===== config.mk =====
export PLATFORM = sky130hd
export DESIGN_NAME = jtframe_bank_arb
export DESIGN_NICKNAME = d
export VERILOG_FILES = /design/src/rtl/jtframe_bank_arb.sv
export SDC_FILE = /design/constraint.sdc
export NUM_CORES = 1
export LEC_CHECK = 0
export CORE_AREA = 2 2 117 175
export DETAILED_ROUTE_END_ITERATION = 12
export DIE_AREA = 0 0 119 177
export GPL_TIMING_DRIVEN = 0
export PLACE_DENSITY_LB_ADDON = 0.12
export SYNTH_ARGS = -nofsm -noshare
export SYNTH_HDL_FRONTEND = slang
export SYNTH_SLANG_ARGS = --single-unit

===== constraint.sdc =====
create_clock -name clk -period 4 [get_ports clk]
set_clock_uncertainty 0.15 [all_clocks]
set_input_delay 0.6 -clock clk [delete_from_list [all_inputs] [get_ports clk]]
set_output_delay 0.6 -clock clk [all_outputs]
set_load 0.02 [all_outputs]

===== src/rtl/jtframe_bank_arb.sv =====
// Round-robin arbiter sharing one SDRAM bank read port among up to four ROM slots.
// One bank request is outstanding at a time; returned data is latched per slot.
module jtframe_bank_arb #(
    parameter int AW    = 22,
    parameter int SLOTS = 4
) (
    input  logic                  clk,
    input  logic                  rst_n,
    input  logic                  hold,
    input  logic [SLOTS*AW-1:0]   slot_addr,
    input  logic [SLOTS-1:0]      slot_rd,
    output logic [SLOTS-1:0]      slot_ok,
    output logic [SLOTS*16-1:0]   slot_dout,
    output logic [AW-1:0]         ba_addr,
    output logic                  ba_rd,
    input  logic                  ba_ack,
    input  logic                  ba_rdy,
    input  logic [15:0]           sdram_dout,
    output logic                  rfsh_en
);

    localparam int GW = (SLOTS > 2) ? 2 : 1;

    typedef enum logic [1:0] {
        ST_IDLE = 2'd0,
        ST_REQ  = 2'd1,
        ST_WAIT = 2'd2
    } state_t;

    state_t          state, state_nx;
    logic [GW-1:0]   ptr, gnt;
    logic [GW-1:0]   pick, cand;
    logic            found, any_elig;
    logic            grant, done, store;
    logic [SLOTS-1:0] valid, elig;
    logic [AW-1:0]   addr_a      [SLOTS];
    logic [AW-1:0]   served_addr [SLOTS];
    logic [15:0]     dout_a      [SLOTS];

    // Unpack the slot buses and form the per-slot data-valid flags.
    always_comb begin
        slot_dout = '0;
        for (int i = 0; i < SLOTS; i++) begin
            addr_a[i]              = slot_addr[i*AW +: AW];
            slot_dout[i*16 +: 16]  = dout_a[i];
        end
    end

    always_comb begin
        slot_ok = '0;
        for (int i = 0; i < SLOTS; i++)
            slot_ok[i] = slot_rd[i] & valid[i] & (addr_a[i] == served_addr[i]);
    end

    assign elig     = slot_rd & ~slot_ok;
    assign any_elig = |elig;

    // First eligible slot scanning upward from ptr, wrapping at SLOTS.
    always_comb begin
        found = 1'b0;
        pick  = '0;
        cand  = '0;
        for (int k = 0; k < SLOTS; k++) begin
            cand = GW'((int'(ptr) + k) % SLOTS);
            if (!found && elig[cand]) begin
                found = 1'b1;
                pick  = cand;
            end
        end
    end

    always_ff @(posedge clk or negedge rst_n) begin
        if (!rst_n) state <= ST_IDLE;
        else        state <= state_nx;
    end

    // Bank handshake: ba_rd rises one cycle after a grant and stays high, with
    // ba_addr frozen, until the cycle ba_ack is seen; ba_rdy then marks the single
    // cycle sdram_dout holds the word. A same-cycle ack+rdy completes immediately.
    always_comb begin
        state_nx = state;
        grant    = 1'b0;
        done     = 1'b0;
        case (state)
            ST_IDLE: begin
                if (!hold && any_elig) begin
                    grant    = 1'b1;
                    state_nx = ST_REQ;
                end
            end
            ST_REQ: begin
                if (ba_ack) begin
                    done     = ba_rdy;
                    state_nx = ba_rdy ? ST_IDLE : ST_WAIT;
                end
            end
            ST_WAIT: begin
                if (ba_rdy) begin
                    done     = 1'b1;
                    state_nx = ST_IDLE;
                end
            end
            default: state_nx = ST_IDLE;
        endcase
        rfsh_en = (state == ST_IDLE) & (~any_elig | hold);
    end

    // Data is kept only if the slot still wants the address that was fetched.
    assign store = done & slot_rd[gnt] & (addr_a[gnt] == ba_addr);

    always_ff @(posedge clk or negedge rst_n) begin
        if (!rst_n) begin
            ba_rd   <= 1'b0;
            ba_addr <= '0;
            ptr     <= '0;
            gnt     <= '0;
            valid   <= '0;
            for (int i = 0; i < SLOTS; i++) begin
                served_addr[i] <= '0;
                dout_a[i]      <= '0;
            end
        end else begin
            if (grant) begin
                gnt     <= pick;
                ba_addr <= addr_a[pick];
                ba_rd   <= 1'b1;
            end else if (state == ST_REQ && ba_ack) begin
                ba_rd   <= 1'b0;
            end
            if (done)
                ptr <= (gnt == GW'(SLOTS-1)) ? '0 : gnt + 1'b1;
            for (int i = 0; i < SLOTS; i++) begin
                if (!slot_rd[i] || addr_a[i] != served_addr[i])
                    valid[i] <= 1'b0;
                if (store && gnt == GW'(i)) begin
                    valid[i]       <= 1'b1;
                    served_addr[i] <= ba_addr;
                    dout_a[i]      <= sdram_dout;
                end
            end
        end
    end

endmodule


==> qor.txt <==
Mapped Area = 9593 um^2
Worst ir drop on vdd = 0.3075 mV
Largest net degree at the start of global routing = 97
RSZ-0062 raised after global routing = true
Die height = 177 um
H-tree levels = 4
Cts hold-fix bufs = 0
Net Count, Synth = 825
DIE AREA = 21060 um^2
First-pass GRT wire length = 46840 um
PortBufs = 204
Number of vias per cell = 5.776
Final-stage net count = 1051
LEAKAGE = 0.006029 uW
Syn. warnings = 0
Post-route DRC = 0
Seq/Total Area, Yosys = 48.26%
DR vias = 6943
WP data required = 4.18 ns
1st-iter DRT viols = 414
Clk_lat worst skew = 0.44 ns
Starting Density = 48.87%
Fillers = 1541
Placement row count = 63
Setup Viol. Count Final = 0
Setup TNS = 0 ns
Slew of the pin with the lowest slew margin = 0.8939 ns
Cell count after synthesis = 705
TritonCTS buffer count = 17
Final Hold Viols = 0
Multi-input gate area = 4845 um^2
Seq cells post-synth = 185
TritonRoute pass-1 iters = 5
Wire length per cell = 26.04 um
Core footprint = 19630 um^2
CP Max Fanout = 10
Crit path largest cell delay = 0.49 ns
Min Tclk post-route = 3.996 ns
Total track usage = 30.51%
Crit path cell chain = clkdlybuf4s50_1, xor2_1, nor4_1, nand4_1, o21ai_1, o21ai_0, a222oi_1, nand3_1, clkbuf_1, o221ai_1
Dpl cells = 1170
Fmax = 0.2503 GHz
GRT overflow = 0
Hold WS = 0.01647 ns
CP Capture Type = register
Gpl congestion = 0.9345
Period utilisation layout = 99.89%
Final WL = 31310 um
CP Launch Type = primary input
Arrival time worst endpoint = 4.18 ns
Die W = 119 um
Slowest cell on crit path = clkdlybuf4s50_1
Pwr Density = 474.0 nW/um^2
Hold/Removal Path Class = primary input to async pin
CTS tree = done
Area growth from synthesis to layout = 32.20%
Longest Clk Path Bufs = 2
Final HPWL DP = 23490 um
Clock Pin Slew Worst Setup and Hold Paths = 0.06 ns
Vias in the first global route = 7578
Initial antenna violation count = 0
Clock Sinks = 185
Status = finished clean
DRT antenna net count = 0
Fin. max-slew vios = 0
I/O pin count = 205
Mapped Avg Cell Area = 13.61 um^2
Antenna cells = 0
Share of cells above drive strength 1 = 27.49%
CP Class = primary input to register
CTS Root Cell = clkbuf_16
Non-filler instance count after layout = 1202
Post-synth cell types = 37
Slew HR = 40.40%
Sequential Area = 4629 um^2
Max-Cap Viols = 0
final timing paths:
check | start | end | slack [ns] | cells after the start
max in group asynchronous | rst_n | slot_dout[63] | 2.77 | 2
hold / removal | rst_n | served_addr[47] | 0.02 | 1
min in group clk | ba_rd | ba_rd | 0.33 | 2
setup reg to reg | gnt[0] | slot_dout[24] | 0.05 | 12
setup / recovery | slot_addr[12] | ba_addr[16] | 0.004 | 10
hold reg to reg | ba_rd | ba_rd | 0.33 | 2
cells in the final DEF (no fill, tap or decap), types with 4 or more instances in the layout:
cell type / instances
buf_2: 6
buf_4: 10
buf_6: 6
clkbuf_1: 6
clkbuf_16: 17
clkbuf_2: 9
clkdlybuf4s50_1: 202
clkinvlp_4: 4
dfrtp_1: 185
ha_1: 7
inv_1: 7
mux2_2: 119
mux2_4: 36
mux2i_1: 45
mux4_2: 23
nand2_1: 42
nand2_2: 5
nand3_1: 5
nand4_1: 9
nor3_1: 4
nor4_1: 17
nor4_2: 5
o21ai_0: 7
o221ai_1: 22
xnor2_1: 37
xor2_1: 72
report_power, final:
part	internal, uW	switching (uW)	leakage [uW]
registers	2010	259	0.00254
logic	976	1160	0.00323
clock network	898	706	0.000257
total	3880	2130	0.00603
metal layers:
metal,wire (um),vias up,share of wire [%],global-route usage [%]
met4,997,0,3.2,12.10
met1,12160,3564,39,36.33
met2,16510,313,53,54.62
met3,1631,44,5.2,5.316
met5,0,-,0,0
li1,-,3022,-,-
timing repair:
| action | 4_1_cts | 5_1_grt |
|---|---|---|
| pin swaps | 1 | 2 |
| setup buffers | 1 | 1 |
| setup endpoints to repair | 181 | 24 |
| resized for setup | 33 | 13 |
| gates cloned | 0 | 0 |
final cells by class:
class	instances	share of cell area, %
multi-input cells	480	38.20
plain buffers	33	1.766
flip-flops and latches	185	36.50
clock inverters	7	0.5525
well taps	260	2.565
inverters	7	0.2072
clock buffers	23	3.769
repair buffers	207	16.44
per-stage QoR:
| stage | utilization [%] | power, uW | setup WS, ns | area [um^2] |
|---|---|---|---|---|
| after detailed placement | 61.10 | 4400 | -1.108 | 11990 |
| after global routing | 64.61 | 6266 | -0.02538 | 12680 |
| final | 64.61 | 6011 | 0.004334 | 12680 |
| after global placement | 60.94 | 4366 | -5.338 | 11960 |
| after CTS | 64.38 | 6038 | 0.01967 | 12640 |
| after floorplan | - | 3439 | 0.6570 | 9593 |
flip-flops by register name (all words and copies together) (netlist names):
signal	cells
ba_addr	22
ba_rd	1
gnt	2
ptr	2
served_addr	88
slot_dout	64
state	2
valid	4
Yosys cell counts:
library cell	n	area (um^2)
dfrtp_1	185	4629
mux2_2	119	1340
xor2_1	72	630.6
mux2i_1	45	450.4
nand2_1	43	161.4
xnor2_1	38	332.8
mux2_4	36	540.5
mux4_2	23	518.0
nor4_1	22	137.6
o221ai_1	22	192.7
clkbuf_1	11	41.29
buf_2	10	50.05
nand4_1	9	56.30
o21ai_0	9	45.04
ha_1	7	87.58
inv_1	7	26.28
buf_6	6	67.56
nand3_1	5	25.02
buf_4	4	30.03
nand2_2	4	25.02
nor3_1	4	20.02
nor2_1	3	11.26
o41ai_1	3	26.28
buf_1	2	7.510
nand2b_1	2	12.51
o211a_1	2	20.02
or4_1	2	15.01
a21oi_1	1	5.000
a221oi_1	1	8.760
a222oi_1	1	10.01
a41oi_1	1	8.760
and2_1	1	6.260
nor2b_1	1	6.260
nor4_4	1	21.27
or2_0	1	6.260
or3b_2	1	8.760
or4_4	1	11.26
critical path: cells and delay by family:
| family | cells | cell delay [ns] |
|---|---|---|
| AND/OR/NAND/NOR | 3 | 1.09 |
| buffers and inverters | 2 | 0.90 |
| XOR/XNOR | 1 | 0.21 |
| AO/OA/AOI/OAI | 4 | 1.36 |
kinds of logic (layout without fill, tap and decap cells):
logic type / count (synthesis) / count (layout) / synth area share, %
multiplexers: 223 / 223 / 29.70
flip-flops: 185 / 185 / 48.26
XOR/XNOR: 110 / 110 / 10.04
AND/OR/NAND/NOR: 100 / 100 / 5.465
AO/OA/AOI/OAI: 40 / 40 / 3.300
buffers and inverters: 40 / 277 / 2.322
adder cells (fa/ha/maj): 7 / 7 / 0.9130
Note: power is estimated with default switching activity, not from simulation.
